==> config.mk <==
export PLATFORM = sky130hd
export DESIGN_NAME = ifetch_pipe
export DESIGN_NICKNAME = d
export VERILOG_FILES = /design/src/rtl/ifetch_pipe_pkg.sv /design/src/rtl/ifetch_pipe_fifo.sv /design/src/rtl/ifetch_pipe.sv
export SDC_FILE = /design/constraint.sdc
export NUM_CORES = 1
export LEC_CHECK = 0
export BUFFER_PORTS_ARGS = -buffer_cell sky130_fd_sc_hd__buf_2
export CAP_MARGIN = 20
export CORE_UTILIZATION = 40
export CTS_CLUSTER_DIAMETER = 50
export DETAILED_ROUTE_END_ITERATION = 10
export HOLD_SLACK_MARGIN = 0.06
export MAX_ROUTING_LAYER = met4
export SETUP_SLACK_MARGIN = 0.15
export SLEW_MARGIN = 15
export SYNTH_ARGS = -nofsm -noshare
export SYNTH_HDL_FRONTEND = slang
export SYNTH_SLANG_ARGS = --single-unit
==> constraint.sdc <==
create_clock -name clk -period 7.6 [get_ports clk]
set_input_delay 1.14 -clock clk [delete_from_list [all_inputs] [get_ports clk]]
set_output_delay 1.14 -clock clk [all_outputs]
set_load 0.1 [all_outputs]
==> src/rtl/ifetch_pipe_pkg.sv <==
// ifetch_pipe_pkg: shared FSM state, queue-entry layout and default width for the fetch pipe
package ifetch_pipe_pkg;
  localparam int DEFAULT_WORD = 32;
  typedef enum logic [0:0] {ST_RUN = 1'b0, ST_HALT = 1'b1} state_e;
  typedef struct packed {
    logic [DEFAULT_WORD-1:0] pc;
    logic [DEFAULT_WORD-1:0] instr;
  } entry_t;
endpackage

==> src/rtl/ifetch_pipe_fifo.sv <==
// fetch_fifo: flushable circular queue of DEPTH (power of two) entries, W bits wide
module fetch_fifo #(
  parameter int DEPTH = 4,
  parameter int W = 64
) (
  input  logic                    clk,
  input  logic                    rst_n,
  input  logic                    push_i,
  input  logic                    pop_i,
  input  logic                    flush_i,
  input  logic [W-1:0]            wdata_i,
  output logic [W-1:0]            rdata_o,
  output logic [$clog2(DEPTH):0]  count_o,
  output logic                    full_o,
  output logic                    empty_o
);
  localparam int AW = $clog2(DEPTH);
  logic [W-1:0] mem_q [DEPTH];
  logic [AW-1:0] rd_q, rd_d, wr_q, wr_d;
  logic [AW:0] cnt_q, cnt_d;
  logic do_push, do_pop;
  assign do_push = push_i & !flush_i & (!full_o | pop_i);
  assign do_pop = pop_i & !flush_i & !empty_o;
  always_comb begin
    rd_d = flush_i ? '0 : rd_q + AW'(do_pop);
    wr_d = flush_i ? '0 : wr_q + AW'(do_push);
    cnt_d = flush_i ? '0 : cnt_q + (AW+1)'(do_push) - (AW+1)'(do_pop);
  end
  always_ff @(posedge clk or negedge rst_n) begin
    if (!rst_n) begin
      rd_q <= '0;
      wr_q <= '0;
      cnt_q <= '0;
    end else begin
      rd_q <= rd_d;
      wr_q <= wr_d;
      cnt_q <= cnt_d;
    end
  end
  always_ff @(posedge clk) begin
    if (do_push) mem_q[wr_q] <= wdata_i;
  end
  assign rdata_o = mem_q[rd_q];
  assign count_o = cnt_q;
  assign full_o = cnt_q == (AW+1)'(DEPTH);
  assign empty_o = cnt_q == '0;
endmodule

==> src/rtl/ifetch_pipe.sv <==
// ifetch_pipe: PC generator feeding a flushable fetch queue with redirect/halt control.
// Define IFETCH_PERF_EN to add the perf_delivered / perf_redirects counters.
module ifetch_pipe
  import ifetch_pipe_pkg::*;
#(
  parameter int WORD = DEFAULT_WORD,
  parameter int STEP = 1,
  parameter int DEPTH = 4,
  parameter logic [WORD-1:0] RESET_PC = '0
) (
  input  logic            clk,
  input  logic            reset,
  input  logic            redirect,
  input  logic [WORD-1:0] redirect_pc,
  input  logic            halt,
  output logic            imem_en,
  output logic [WORD-1:0] imem_addr,
  input  logic [WORD-1:0] imem_rdata,
  output logic            out_valid,
  input  logic            out_ready,
  output logic [WORD-1:0] out_instr,
  output logic [WORD-1:0] out_pc,
  output logic [WORD-1:0] out_npc
`ifdef IFETCH_PERF_EN
  ,
  output logic [31:0]     perf_delivered,
  output logic [31:0]     perf_redirects
`endif
);
  localparam int CW = $clog2(DEPTH) + 1;
  state_e state_q, state_d;
  logic [WORD-1:0] pc_q, pc_d, infl_pc_q;
  logic infl_q;
  logic [CW-1:0] count;
  logic full, empty, push, pop;
  logic [2*WORD-1:0] head;
  // The in-flight slot is reserved in the occupancy check so a response always has room.
  assign imem_en = reset & (state_q == ST_RUN) & !redirect & ((count + CW'(infl_q)) < CW'(DEPTH));
  assign imem_addr = pc_q;
  assign push = infl_q & !redirect & !full;
  assign pop = out_valid & out_ready & !redirect;
  always_comb begin
    state_d = redirect ? ST_RUN : halt ? ST_HALT : state_q;
    pc_d = redirect ? redirect_pc : imem_en ? pc_q + WORD'(STEP) : pc_q;
  end
  always_ff @(posedge clk or negedge reset) begin
    if (!reset) begin
      state_q <= ST_RUN;
      pc_q <= RESET_PC;
      infl_q <= 1'b0;
      infl_pc_q <= '0;
    end else begin
      state_q <= state_d;
      pc_q <= pc_d;
      infl_q <= imem_en;
      infl_pc_q <= pc_q;
    end
  end
  fetch_fifo #(.DEPTH(DEPTH), .W(2*WORD)) u_fifo (
    .clk(clk),
    .rst_n(reset),
    .push_i(push),
    .pop_i(pop),
    .flush_i(redirect),
    .wdata_i({infl_pc_q, imem_rdata}),
    .rdata_o(head),
    .count_o(count),
    .full_o(full),
    .empty_o(empty)
  );
  assign out_valid = !empty;
  assign out_pc = head[2*WORD-1:WORD];
  assign out_instr = head[WORD-1:0];
  assign out_npc = out_pc + WORD'(STEP);
`ifdef IFETCH_PERF_EN
  logic [31:0] deliv_q, redir_q;
  always_ff @(posedge clk or negedge reset) begin
    if (!reset) begin
      deliv_q <= '0;
      redir_q <= '0;
    end else begin
      deliv_q <= deliv_q + 32'(pop);
      redir_q <= redir_q + 32'(redirect);
    end
  end
  assign perf_delivered = deliv_q;
  assign perf_redirects = redir_q;
`endif
endmodule

Word level (Yosys, flattened, before mapping)
Memory sizes are Yosys's and may differ from the RTL's.
Index checks and enable logic that the tools add are counted.
{"block": "word_totals", "ff_bits": 73, "ramBits": 256, "in_bits": 69, "memories": 1}
{"block": "op_classes", "n_addsub": 7, "magnitude_cmp": 1, "n_eq_ne": 1, "muxes": 9, "bitwise": 13, "reduce_logical": 6}
{"name": "u_fifo.mem_q", "depth": 4, "word_bits": 64, "rd": 1, "rd_clocked_by_memory_dff": 0, "wr": 1, "line_no": "ifetch_pipe_fifo.sv:18", "rtl": "logic [W-1:0] mem_q [DEPTH];"}
{"op": "adder 32 x 1 -> 32 bit, second input constant", "n": 2}
{"op": "2-to-1 mux 32 bit", "n": 2}
{"op": "AND 1 bit", "n": 11}
{"op": "adder 3 x 1 -> 3 bit", "n": 2}
{"op": "adder 2 x 1 -> 2 bit", "n": 2}
{"op": "2-to-1 mux 1 bit", "n": 4}
{"op": "2-to-1 mux 2 bit", "n": 2}
{"op": "nonzero test 2 bit", "n": 2}
{"op": "== test 3 bit, second input constant", "n": 1}
{"op": "zero test 1 bit", "n": 3}
{"op": "zero test 3 bit", "n": 1}
{"op": "< comparator 3 bit, second input constant", "n": 1}
{"op": "2-to-1 mux 3 bit", "n": 1}
{"op": "subtractor 3 x 1 -> 3 bit", "n": 1}
{"op": "NOT 1 bit", "n": 1}
{"op": "OR 1 bit", "n": 1}

Depth between registers and ports, before layout
{"block": "logic_depth", "word_depth": 9, "mapped_depth": 10}

Modules after synthesis
From an unflattened synthesis, not the netlist that was laid out.
{"block": "hier_totals", "cells_unflattened": 718, "area_unflattened_um2": 13080.0}
{"mod": "fetch_fifo", "instances": 1, "cells_each": 371, "area_each_um2": 9724.3, "seq_area_each_um2": 7862.5}
{"mod": "ifetch_pipe", "instances": 1, "cells_each": 347, "area_each_um2": 3355.7, "seq_area_each_um2": 1651.6}

Least setup slack after synthesis
OpenSTA, ideal clock, no wires.
{"block": "synth_path", "kind": "input -> register", "start": "input redirect", "end": "memory u_fifo.mem_q[0][0] (enable)", "arrival_ns": 6.229, "t_required_ns": 7.022, "slack_ns": 0.793, "path_stages": 3, "path_buffers": 0, "path_cell_list": "inv_1 o311a_1 nor3b_1"}
{"block": "synth_between", "elab_chain_cells": 7, "word_cells_on_any_way": 9}
{"element": "from (decl)", "line_no": "ifetch_pipe.sv:13", "rtl": "input logic redirect,"}
{"element": "zero test 1 bit *", "line_no": "ifetch_pipe_fifo.sv:22, ifetch_pipe.sv:40, ifetch_pipe.sv:41"}
{"element": "AND 1 bit (2 in a row)", "line_no": "ifetch_pipe.sv:40", "rtl": "assign push = infl_q & !redirect & !full;"}
{"element": "AND 1 bit", "line_no": "ifetch_pipe_fifo.sv:22", "rtl": "assign do_push = push_i & !flush_i & (!full_o | pop_i);"}
{"element": "AND 1 bit *", "line_no": "ifetch_pipe_fifo.sv:22"}
{"element": "2-to-1 mux 1 bit *", "line_no": "ifetch_pipe_fifo.sv:41", "rtl": "if (do_push) mem_q[wr_q] <= wdata_i;"}
{"element": "2-to-1 mux 1 bit (not written as such) *", "line_no": "ifetch_pipe_fifo.sv:41"}
{"element": "to (decl)", "line_no": "ifetch_pipe_fifo.sv:18"}
Every way passes the cells marked *; elsewhere a longest branch is shown, timed or not.

Final worst setup path
{"block": "layout_path", "start": "register u_fifo.rd_q[0]", "end": "output out_npc[28]"}
{"block": "layout_between", "elab_chain_cells": 2}
{"element": "from (decl)", "line_no": "ifetch_pipe_fifo.sv:19", "rtl": "logic [AW-1:0] rd_q, rd_d, wr_q, wr_d;"}
{"element": "from (signal assigned)", "line_no": "ifetch_pipe_fifo.sv:35", "rtl": "rd_q <= rd_d;"}
{"element": "memory (4 x 64 bit)"}
{"element": "adder 32 x 1 -> 32 bit", "line_no": "ifetch_pipe.sv:74", "rtl": "assign out_npc = out_pc + WORD'(STEP);"}
{"element": "to (decl)", "line_no": "ifetch_pipe.sv:23", "rtl": "output logic [WORD-1:0] out_npc"}
No other way between the ends.

==> metrics.md <==
| Metric | Value |
|---|---|
| Crit share post-route | 0.685 |
| WL final | 28.4 mm |
| # IOs | 199 |
| Cts hold-fix bufs | 0 |
| Worst path required time | 6.46 ns |
| Die height | 184 um |
| Most frequent cell after synthesis | edfxtp_1 |
| Power per cell area | 325 mW/mm2 |
| Syn Inst Count | 726 |
| Setup CP Type | flop to primary output |
| Net count after synthesis | 802 |
| Initial DRC Count | 542 |
| Final setup fails | 0 |
| Maximum VDD drop | 0.186 mV |
| Full die area | 0.0338 mm2 |
| GRT Overall Usage | 0.177 |
| Drt wl/cell | 20.1 um |
| Multi-input logic area | 0.00350 mm2 |
| Fin Setup TNS | 0 ns |
| Yosys top cell area share | 0.580 |
| Slew margin rel. | 0.327 |
| Antenna violations before repair | 0 |
| Clock sink count | 329 |
| Max_cap viols | 0 |
| Largest net degree at the start of global routing | 65 |
| Synth top cells by count | edfxtp_1 (256), dfrtp_1 (73), mux4_2 (56) |
| GRT overflow | 0 |
| Post-cts sizing count | 0 |
| Syn Area/Cell | 18.2 um2 |
| Register area share after synthesis | 0.718 |
| Synth area leaders | edfxtp_1 (58%), dfrtp_1 (14%), mux4_2 (9.5%), xor2_1 (1.7%), mux4_1 (1.6%) |
| Post-DP HPWL | 18.0 mm |
| RSZ-0062 raised after global routing | false |
| Post-synth top flop | edfxtp_1 |
| Status | finished clean |
| Syn. warnings | 0 |
| Layout cells sized above 1 | 0.359 |
| DRC | 0 |
| CTS tree | done |
| Reg area | 0.00952 mm2 |
| Pre-antenna DRT Iters | 5 |
| Vias in the first global route | 7565 |
| Synth Cell Area | 0.0132 mm2 |
| Worst skew pair latency | 0.53 ns |
| Setup bufs post-CTS | 0 |
| Post-route insts no fill | 1412 |
| Via count | 7437 |
| Final ANT Viol Nets | 0 |
| Core area | 0.0325 mm2 |
| Worst Path Arrival | 4.07 ns |
| # diodes | 0 |
| Post-layout min period | 5.21 ns |
| Leakage Power | 5.65 nW |
| Setup crit end kind | primary output |
| Hold Fails Final Rpt | 0 |
| Post-synth cell types | 62 |
| Hold crit path type | flop to flop |
| Clk_skew | 0.0246 ns |
| Worst slew pin tran | 1.01 ns |
| Vias per Instance | 5.27 |
| First-pass GRT wire length | 44.1 mm |
| H-Tree Depth | 2 |
| Max-slew violations | 0 |
| Starting Density | 0.407 |
| Clock buffer depth | 3 |
| Num rows | 66 |
| Startpoint Class | flop |
| Fill count | 2794 |
| Post-Place Cells | 1345 |
| #FFs+latches synth | 329 |
| Max Fclk | 192 MHz |
| # port buffers | 198 |
| Layout Area Growth over Synthesis | 19.6% |
| Die W | 184 um |
| CTS root buffer | clkbuf_16 |
| Crit-path max FO | 38 |
| Area leader, netlist | edfxtp_1 |
| CTS buffer count | 38 |
| Async set or reset register ratio after synthesis | 0.222 |
| Clock-pin slew on the worst setup and hold paths | 0.06 ns |
| RD Place Congestion | 0.861 |
| EDFF count, synth | 256 |
| Layout net count | 1019 |
path summary, 6_finish.rpt:
kind | slack [ns] | endpoint | startpoint | depth (start not counted)
setup / recovery | 2.39 | out_npc[28] | u_fifo.rd_q[0] | 7
hold / removal | 0.41 | infl_pc_q[6] | imem_addr[6] | 0
setup reg to reg | 4.48 | imem_addr[24] | u_fifo.count_o[1] | 6
hold reg to reg | 0.41 | infl_pc_q[6] | imem_addr[6] | 0
max in group asynchronous | 6.08 | u_fifo.rd_q[0] | reset | 2
min in group asynchronous | 0.47 | imem_addr[12] | reset | 1
power breakdown:
part	switching, mW	leakage [nW]	internal, mW
Clock	0.703	0.552	0.972
Sequential	0.109	3.20	2.04
Combinational	1.08	1.89	0.250
metrics by stage:
step                hold slack (ns)  cell area (um2)  power [mW]  worst slack (ns)   util
floorplan                     0.455            13200        3.29             0.793      -
global placement              0.423            14700        3.52              2.80  0.451
detailed placement            0.422            14700        3.52              2.79  0.451
CTS                           0.423            15800        5.20              2.24  0.487
global route                  0.444            15800        5.33              2.06  0.487
finish                        0.413            15800        5.15              2.39  0.487
per-layer routing:
| metal | wire length (um) | share of wire | vias to the layer above | global-route usage |
|---|---|---|---|---|
| met5 | 0 | 0 | - | - |
| met4 | 404 | 0.014 | 0 | 0.0457 |
| met3 | 1540 | 0.054 | 34 | 0.0283 |
| met2 | 13600 | 0.48 | 252 | 0.272 |
| met1 | 12800 | 0.45 | 3790 | 0.247 |
| li1 | - | - | 3361 | - |
worst max-delay path, stage by stage (launching register included):
cell and delay, ns:
dfrtp_4 0.95, buf_4 0.62, mux4_1 0.47, and4_4 0.30, nand4_4 0.28, nor3_2 0.28
xor2_1 0.16, buf_2 0.46
placed cells by master, fill, tap and decap left out, types with 6 or more instances in the layout:
master / instances
nand2_1: 47
nand3_1: 22
buf_4: 9
nor4_1: 9
dfrtp_1: 71
clkbuf_16: 38
ha_1: 6
nor3_1: 10
nand4_1: 15
nor3_2: 10
mux4_2: 56
o311ai_0: 13
o21ai_0: 15
clkinv_1: 9
inv_1: 14
clkbuf_1: 8
and3_1: 9
a221o_1: 6
xor2_1: 26
edfxtp_1: 256
o211ai_1: 6
nor2_1: 15
xnor2_1: 18
mux4_1: 8
buf_2: 197
cell type report:
cell class,count,share of cell area
inverter,16,0.00379
tap,442,0.0349
multi-input combinational,352,0.221
clock inverter,20,0.0101
timing repair buffer,206,0.0665
sequential,329,0.601
clock buffer,47,0.0628
flip-flops by register name, indices dropped and copies added, names as in the netlist:
name	count
imem_addr	32
infl_pc_q	32
infl_q	1
state_q	1
u_fifo.count_o	3
u_fifo.mem_q	256
u_fifo.rd_q	2
u_fifo.wr_q	2
logic make-up (layout without fill, tap and decap cells):
| kind of cell | count (synthesis) | in the layout | synth area share |
|---|---|---|---|
| flops | 329 | 329 | 0.718 |
| simple gates | 175 | 175 | 0.0804 |
| mux | 65 | 65 | 0.112 |
| compound gates | 61 | 61 | 0.0345 |
| buf+inv | 45 | 289 | 0.0186 |
| xor+xnor | 44 | 44 | 0.0291 |
| fa+ha+maj | 7 | 7 | 0.00718 |
No activity file was read; power rests on OpenSTA's default activity.
